[src/rtl/ddr_req_queue.sv]
// Request FIFO that paces single-cycle act_cmd strobes into the DDR controller.
// Optional issue/stall counters are enabled with DDR_REQ_STATS_EN.
package ddr_req_pkg;
  typedef enum logic {
    READ  = 1'b0,
    WRITE = 1'b1
  } rw_e;

  typedef struct packed {
    logic [31:0] physical_addr;
    logic [63:0] data_wr;
    rw_e         rw;
  } input_data_type;
endpackage

module ddr_req_queue
  import ddr_req_pkg::*;
#(
  parameter int DEPTH   = 8,
  parameter int MIN_GAP = 8
) (
  input  logic                     clock_n,
  input  logic                     reset_n,
  input  logic                     req_valid,
  input  input_data_type           req_data,
  output logic                     req_ready,
  input  logic                     dev_busy,
  input  logic                     next_cmd,
  output logic                     act_cmd,
  output input_data_type           data_in,
  output logic [$clog2(DEPTH):0]   q_count
`ifdef DDR_REQ_STATS_EN
  ,
  output logic [15:0]              wr_issued,
  output logic [15:0]              rd_issued,
  output logic [15:0]              full_stall
`endif
);

  localparam int AW = $clog2(DEPTH);
  localparam int GW = $clog2(MIN_GAP);
  localparam logic [AW:0]   FULL  = (AW+1)'(DEPTH);
  localparam logic [AW:0]   C_ONE = (AW+1)'(1);
  localparam logic [AW-1:0] P_ONE = AW'(1);
  localparam logic [GW-1:0] G_ONE = GW'(1);
  // ISSUE, WAIT and IDLE each cost one cycle of the loop
  localparam logic [GW-1:0] GAP_LD = GW'(MIN_GAP - 4);

  typedef enum logic [1:0] {
    IDLE,
    ISSUE,
    GAP,
    WAIT
  } state_e;

  state_e         state_q, state_d;
  logic [GW-1:0]  gap_q, gap_d;
  logic [AW-1:0]  wr_ptr_q, rd_ptr_q;
  logic [AW:0]    cnt_q;
  input_data_type data_q;
  input_data_type mem_q [DEPTH];

  logic push, pop, start;

  assign req_ready = (cnt_q != FULL);
  assign push      = req_valid && req_ready;
  assign pop       = (state_q == ISSUE);
  assign start     = (state_q == IDLE) && (state_d == ISSUE);
  assign act_cmd   = pop;
  assign data_in   = data_q;
  assign q_count   = cnt_q;

  always_comb begin
    state_d = state_q;
    gap_d   = gap_q;
    unique case (state_q)
      IDLE: begin
        if (cnt_q != '0 && !dev_busy && next_cmd)
          state_d = ISSUE;
      end
      ISSUE: begin
        state_d = GAP;
        gap_d   = GAP_LD;
      end
      GAP: begin
        if (gap_q == '0) state_d = WAIT;
        else             gap_d   = gap_q - G_ONE;
      end
      WAIT: begin
        if (!dev_busy) state_d = IDLE;
      end
      default: state_d = IDLE;
    endcase
  end

  always_ff @(posedge clock_n) begin
    if (push) mem_q[wr_ptr_q] <= req_data;
  end

  always_ff @(posedge clock_n) begin
    if (!reset_n) begin
      state_q  <= IDLE;
      gap_q    <= '0;
      wr_ptr_q <= '0;
      rd_ptr_q <= '0;
      cnt_q    <= '0;
      data_q   <= '0;
    end else begin
      state_q <= state_d;
      gap_q   <= gap_d;
      if (push) wr_ptr_q <= wr_ptr_q + P_ONE;
      if (pop)  rd_ptr_q <= rd_ptr_q + P_ONE;
      case ({push, pop})
        2'b10:   cnt_q <= cnt_q + C_ONE;
        2'b01:   cnt_q <= cnt_q - C_ONE;
        default: cnt_q <= cnt_q;
      endcase
      if (start) data_q <= mem_q[rd_ptr_q];
    end
  end

`ifdef DDR_REQ_STATS_EN
  logic [15:0] wr_q, rd_q, fs_q;

  always_ff @(posedge clock_n) begin
    if (!reset_n) begin
      wr_q <= '0;
      rd_q <= '0;
      fs_q <= '0;
    end else begin
      if (pop && data_q.rw == WRITE && wr_q != 16'hFFFF)
        wr_q <= wr_q + 16'd1;
      if (pop && data_q.rw == READ && rd_q != 16'hFFFF)
        rd_q <= rd_q + 16'd1;
      if (req_valid && !req_ready && fs_q != 16'hFFFF)
        fs_q <= fs_q + 16'd1;
    end
  end

  assign wr_issued  = wr_q;
  assign rd_issued  = rd_q;
  assign full_stall = fs_q;
`endif

endmodule

[config.mk]
export PLATFORM = sky130hd
export DESIGN_NAME = ddr_req_queue
export DESIGN_NICKNAME = d
export VERILOG_FILES = /design/src/rtl/ddr_req_queue.sv
export SDC_FILE = /design/constraint.sdc
export NUM_CORES = 1
export LEC_CHECK = 0
export CORE_MARGIN = 8
export CORE_UTILIZATION = 25
export DETAILED_ROUTE_END_ITERATION = 7
export PLACE_DENSITY = 0.44
export SETUP_SLACK_MARGIN = 0.1
export SLEW_MARGIN = 10
export SYNTH_ARGS = -nofsm -noshare
export SYNTH_HDL_FRONTEND = slang
export SYNTH_SLANG_ARGS = --single-unit
export TNS_END_PERCENT = 20
[constraint.sdc]
create_clock -name clock_n -period 13.6 [get_ports clock_n]
set_clock_uncertainty 0.2 [all_clocks]
set_input_delay 2.04 -clock clock_n [delete_from_list [all_inputs] [get_ports clock_n]]
set_output_delay 2.04 -clock clock_n [all_outputs]
set_load 0.05 [all_outputs]
==> results by group, run 1 <==
Cells and area
  • Nets: 1804
  • Syn-to-layout area delta: 22.0%
  • Final std cells w/o fill: between 3000 and 4000
  • Final instance area: between 0.04 and 0.05 mm^2
  • # fillers: 12680
  • Final Core Density: 0.307
  • Layout cells sized above 1: 0.270

Placement
  • Cells after DPL: roughly 3300
  • Placer Congestion: approximately 0.67
  • Detail Placement HPWL: 46000 um
  • Port bufs: around 200
  • Placement Cell Area: 0.0370 mm^2
  • Dpl ws: 8.19 ns

Worst setup path
  • Crit start category: flop
  • Chain of cells forming the critical path: nor2b_1, clkdlybuf4s50_1
  • WP buf/inv: 1
  • WS Path Type: reg2out
  • CP endpoint kind: output port
  • Critical path data required time: 11.36 ns
  • WP data arrival: 2.86 ns
  • Crit path max-delay family: buffers and inverters
  • Crit Path Max Fanout: 14
  • CP max stage cell: clkdlybuf4s50_1
  • Crit-path max cell delay: approximately 0.93 ns

Synthesis
  • Yosys warnings: 0
  • FFs w/ async S/R, synth: 0
  • Seq/Total Area, Yosys: 0.775
  • EDFF count, synth: 776
  • Synthesized instance count: 1446
  • Largest area contributor in the netlist: edfxtp_1
  • Synth Flop Type: edfxtp_1
  • Mapped Area: between 0.03 and 0.04 mm^2
  • Syn_area_per_cell: 22.8 um^2
  • Synth area leaders: edfxtp_1 (71%), mux4_2 (13%), dfxtp_1 (6.8%), mux2_2 (3.3%), a22o_1 (2.6%)
  • Top cells by count, synth: edfxtp_1 (776), mux4_2 (194), dfxtp_1 (112), a22o_1 (97), mux2_2 (97)
  • Flops & latches, synth: around 890
  • Synth unique cells: 39
  • Area share of the largest cell type after synthesis: 0.707
  • Syn nets: 1555
  • Top-count cell post-synth: edfxtp_1

Timing
  • Sum Neg Setup Slack: 0 ns
  • Final setup vio count: 0
  • RSZ-0062 raised after global routing: false
  • Final Critical Period: between 5 and 6 ns
  • Slew Limit Fails: 0
  • Final period util: 0.375
  • Max-slew headroom: 0.224
  • Slack of the critical path: 8.50 ns
  • Fmax: 196 MHz
  • Hold Slack: 0.274 ns
  • Number of hold violations in the final report: 0
  • Slew @ Worst Pin: about 1.2 ns

Die
  • Io pins: 205
  • Die area: 0.144 mm^2
  • Die Ht: approximately 380 um
  • Die Span X: 379 um
  • Initial Util: 0.251
  • Core Rows: ~130
  • Core box area: 0.131 mm^2

Route
  • Routed WL: roughly 80000 um
  • Wire length per cell: between 20 and 25 um
  • Total number of vias: 14940
  • Via/cell ratio: 4.22
  • ANT nets after route: 0
  • DRC: 0
  • Drt pass-1 iters: 4
  • Starting DRT DRC Count: 809

Global routing
  • First-pass GRT wire length: 116000 um
  • Vias in the first global route: 16406
  • Global route overflow: 0
  • Tot GR Track Use: 0.110
  • Initial antenna violation count: 21
  • Largest net degree at the start of global routing: between 150 and 200

Status
  • Status: finished clean

CTS
  • Clock tree from TritonCTS: yes
  • Clk pin slew, worst setup/hold paths: about 0.06 ns
  • Bufs on Longest Clock Path: 3
  • Clk root buf: clkbuf_16
  • Clock sinks: 888
  • Num CTS Buffers: 99
  • Cts hold-fix bufs: 0
  • Post-CTS Resized: 0
  • Postcts setup bufs: 0
  • Worst skew pair latency: between 0.6 and 0.7 ns
  • H-tree depth: 3

Power
  • PwrDens: 180 mW/mm^2
  • Maximum vdd ir drop: just over 0.1 mV
  • Leak: 12.3 nW
  • Tot Pwr: 7.24 mW

Min path
  • Class of the worst hold path: reg2reg

Flow run
  • Max-cap violations: 0
-- final cells by class --
cell class	instances	area (um^2)	area share
sequential	888	25600	0.635
multi-input combinational	473	6960	0.173
clock buffer	140	2750	0.0684
timing repair buffer	230	2250	0.0559
tap	1755	2200	0.0546
clock inverter	46	488	0.0121
antenna	6	15.0	0.000373
inverter	3	11.3	0.000280
-- sequential cells by signal, summed over array words and instances, names as in the netlist --
signal / cells
wr_ptr_q: 3
state_q: 2
rd_ptr_q: 3
q_count: 4
mem_q: 776
data_in: 97
gap_q: 3
-- routing by layer --
layer,part of all wire,vias up,track usage
met3,0.048,137,0.0282
li1,-,6615,-
met1,0.43,7892,0.140
met5,0.0010,-,0
met2,0.49,284,0.185
met4,0.022,12,0.0273
-- kinds of logic after synthesis --
| kind of cell | synth area share |
|---|---|
| compound gates | 0.0294 |
| xor+xnor | 0.00186 |
| fa+ha+maj | 0.00266 |
| buf+inv | 0.0154 |
| flops | 0.775 |
| mux | 0.167 |
| simple gates | 0.00904 |
-- layout by cell type, fill, tap and decap left out, types with 3 or more instances in the layout --
| cell | n |
|---|---|
| xor2_1 | 3 |
| a22o_1 | 97 |
| mux2_2 | 97 |
| nor2_4 | 3 |
| clkinvlp_4 | 4 |
| edfxtp_1 | 776 |
| mux4_2 | 194 |
| inv_6 | 5 |
| inv_1 | 3 |
| a21boi_1 | 4 |
| dfxtp_4 | 3 |
| clkdlybuf4s50_1 | 204 |
| ha_1 | 7 |
| bufinv_16 | 7 |
| nand2b_1 | 5 |
| mux2i_1 | 3 |
| and2_1 | 6 |
| clkbuf_8 | 12 |
| diode_2 | 6 |
| nand3_1 | 3 |
| o21ai_0 | 4 |
| clkbuf_16 | 99 |
| buf_4 | 25 |
| clkinv_1 | 7 |
| clkinv_2 | 18 |
| clkbuf_1 | 29 |
| nand2_1 | 11 |
| dfxtp_1 | 109 |
| a21oi_1 | 3 |
| nor2b_1 | 6 |
| xnor2_1 | 4 |
| nor3_2 | 4 |
-- worst paths after layout --
check | from | endpoint | depth (start not counted) | slack [ns]
max reg2reg | rd_ptr_q[0] | data_in[6] | 6 | 9.20
min | data_in[7] | data_in[7] | 1 | 0.27
max | state_q[0] | act_cmd | 2 | 8.50
min reg2reg | data_in[7] | data_in[7] | 1 | 0.27
-- worst reg2reg max path, delay by kind of cell, from the launching register on --
kind	cells	cell delay, ns
flops	1	0.63
buf+inv	3	2.33
mux	2	0.92
compound gates	1	0.21
-- where the power goes --
group	total (mW)	leakage, nW	internal (mW)	switching, mW
sequential	3.23	7.96	3.13	0.0974
clock	2.63	1.58	1.55	1.08
combinational	1.38	2.78	0.652	0.727
total	7.24	12.3	5.33	1.90
No activity file was read; power rests on OpenSTA's default activity.
==> run 2, diff against run 1 <==
- PLACE_DENSITY: 0.44 -> 0.46
- clock period: 13.6 -> 4.19 ns (I/O delays scaled with it)
==> run 2 against run 1 <==
Design area is 1.3% higher. Sequential share of layout area is 0.77 points lower. Routed wire length is 0.17% lower. Setup slack worse by 7.9 ns. Sequential power grew to 3.3 times the previous value. First-iteration DRC count is 5.7% higher. Register-to-register slack worse by 7.9 ns. Sequential cell count stayed put. Clock power grew to 3.3 times the previous value. Combinational power grew to 3.3 times the previous value.
==> results by group, run 2 (synthesis gave the netlist of run 1 again) <==
Worst setup path
  • Crit-path max cell delay: 0.93 ns (about the same)
  • Register-to-register setup slack: 1.25 ns (was 9.20 ns)
  • CP max stage cell: clkdlybuf4s50_1 (unchanged)
  • CP Launch Point: state_q[0] (unchanged)
  • Worst reg2reg path depth: 8 (was 6)
  • Chain of cells forming the critical path: nor2b_1, clkdlybuf4s50_1 (unchanged)
  • Crit path depth: 2 (unchanged)
  • WS Path Type: reg2out (unchanged)
  • WP buf/inv: 1 (unchanged)
  • Worst r2r src: state_q[0] (was rd_ptr_q[0])
  • CP endpoint kind: output port (unchanged)
  • Critical path data required time: 3.36 ns (was 11.36 ns)
  • Crit path max-delay family: buffers and inverters (unchanged)
  • Crit Path Max Fanout: 14 (unchanged)
  • WP data arrival: 2.77 ns (was 2.86 ns)
  • R2r endpoint: q_count[2] (was data_in[6])
  • Critical Path End: act_cmd (unchanged)
  • Crit start category: flop (unchanged)

Timing
  • Slack of the critical path: 0.588 ns (was 8.50 ns)
  • Max-slew headroom: 0.440 (was 0.224)
  • Final Critical Period: 3.60 ns
  • Slew Limit Fails: 0 (unchanged)
  • Number of hold violations in the final report: 0 (unchanged)
  • Hold Slack: 0.277 ns (was 0.274 ns)
  • Fmax: 278 MHz
  • Sum Neg Setup Slack: 0 ns (unchanged)
  • Slew @ Worst Pin: 0.840 ns (was 1.16 ns)
  • RSZ-0062 raised after global routing: false (unchanged)
  • Final period util: 0.860
  • Final setup vio count: 0 (unchanged)

Die
  • Core Rows: 133 (unchanged)
  • Die area: 0.144 mm^2 (unchanged)
  • Initial Util: 0.251 (unchanged)
  • Io pins: 205 (unchanged)
  • Core box area: 0.131 mm^2 (unchanged)
  • Die Ht: 379 um (unchanged)
  • Die Span X: 379 um (unchanged)

Placement
  • Dpl ws: 0.957 ns (was 8.19 ns)
  • Cells after DPL: 3358 (was 3349)
  • Detail Placement HPWL: 45600 um (was 46000 um)
  • Port bufs: 204 (unchanged)
  • Placer Congestion: 0.659 (was 0.668)
  • Placement Cell Area: 0.0374 mm^2 (was 0.0370 mm^2)

Cells and area
  • Layout cells sized above 1: 0.275 (was 0.270)
  • Syn-to-layout area delta: 23.6% (was 22.0%)
  • Final std cells w/o fill: 3551 (was 3541)
  • Largest register by flop count: mem_q (unchanged)
  • Commonest non-fill, non-tap cell in the layout: edfxtp_1 (unchanged)
  • Final Core Density: 0.311 (was 0.307)
  • Sequential Area: 0.0256 mm^2 (about the same)
  • # fillers: 12654 (was 12680)
  • Max FFs per register: 776 (unchanged)
  • Nets: 1811 (was 1804)
  • Footprint of the multi-input gates: 0.00701 mm^2 (was 0.00696 mm^2)
  • Final instance area: 0.0407 mm^2 (was 0.0402 mm^2)
  • Most frequent cells in the layout: edfxtp_1 (776), clkdlybuf4s50_1 (204), mux4_2 (194), dfxtp_1 (105), clkbuf_16 (98) (was edfxtp_1 (776), clkdlybuf4s50_1 (204), mux4_2 (194), dfxtp_1 (109), clkbuf_16 (99))

Route
  • Total number of vias: 15042 (was 14940)
  • DRC: 0 (unchanged)
  • ANT nets after route: 0 (unchanged)
  • Starting DRT DRC Count: 855 (was 809)
  • Drt pass-1 iters: 4 (unchanged)
  • Wire length per cell: 22.5 um (was 22.6 um)
  • Via/cell ratio: 4.24 (was 4.22)
  • Routed WL: 80000 um (was 80100 um)

CTS
  • Worst skew pair latency: 0.65 ns (was 0.67 ns)
  • H-tree depth: 3 (unchanged)
  • Num CTS Buffers: 97 (was 99)
  • Postcts setup bufs: 0 (unchanged)
  • Clock tree from TritonCTS: yes (unchanged)
  • Bufs on Longest Clock Path: 3 (unchanged)
  • Clk root buf: clkbuf_16 (unchanged)
  • Post-CTS Resized: 0 (unchanged)
  • Clk pin slew, worst setup/hold paths: 0.06 ns (about the same)
  • Cts hold-fix bufs: 0 (unchanged)
  • Clock sinks: 888 (unchanged)

Power
  • Tot Pwr: 23.8 mW (was 7.24 mW)
  • PwrDens: 585 mW/mm^2 (was 180 mW/mm^2)
  • Maximum vdd ir drop: 0.308 mV (was 0.103 mV)
  • Leak: 12.5 nW (was 12.3 nW)

Global routing
  • Tot GR Track Use: 0.109 (was 0.110)
  • Initial antenna violation count: 24 (was 21)
  • Vias in the first global route: 16438 (was 16406)
  • First-pass GRT wire length: 116000 um (about the same)
  • Global route overflow: 0 (unchanged)
  • Largest net degree at the start of global routing: 98 (was 152)

Min path
  • Class of the worst hold path: reg2reg (unchanged)

Status
  • Status: finished clean (unchanged)

Flow run
  • Max-cap violations: 0 (unchanged)
## run 2: how the worst min path moves through the flow
stage,startpoint,to,slack [ns],depth (start not counted)
global placement,q_count[3],q_count[3],0.26,2
finish,data_in[33],data_in[33],0.28,1
CTS,data_in[33],data_in[33],0.28,1
detailed placement,data_in[71],data_in[71],0.26,1
global route,data_in[67],data_in[67],0.30,1
floorplan,gap_q[0],gap_q[0],0.26,2
## run 2: report_power, final
part,internal [mW],total [mW],switching [mW]
registers,10.2,10.5,0.335
clock network,5.27,8.73,3.46
logic,2.24,4.61,2.37
total,17.7,23.8,6.16
## run 2: routing by layer
layer,part of all wire,vias to the layer above,global-route usage
met5,0.0010,-,0
met4,0.021,12,0.0274
met3,0.059,136,0.0295
met2,0.50,295,0.186
met1,0.42,7953,0.138
li1,-,6646,-
## run 2: final cells by class
type                       count  area share
antenna                       11    0.000676
clock buffer                 138      0.0678
clock inverter                44      0.0134
inverter                       3    0.000276
multi-input combinational    473       0.172
sequential                   888       0.628
tap                         1755      0.0539
timing repair buffer         239      0.0643
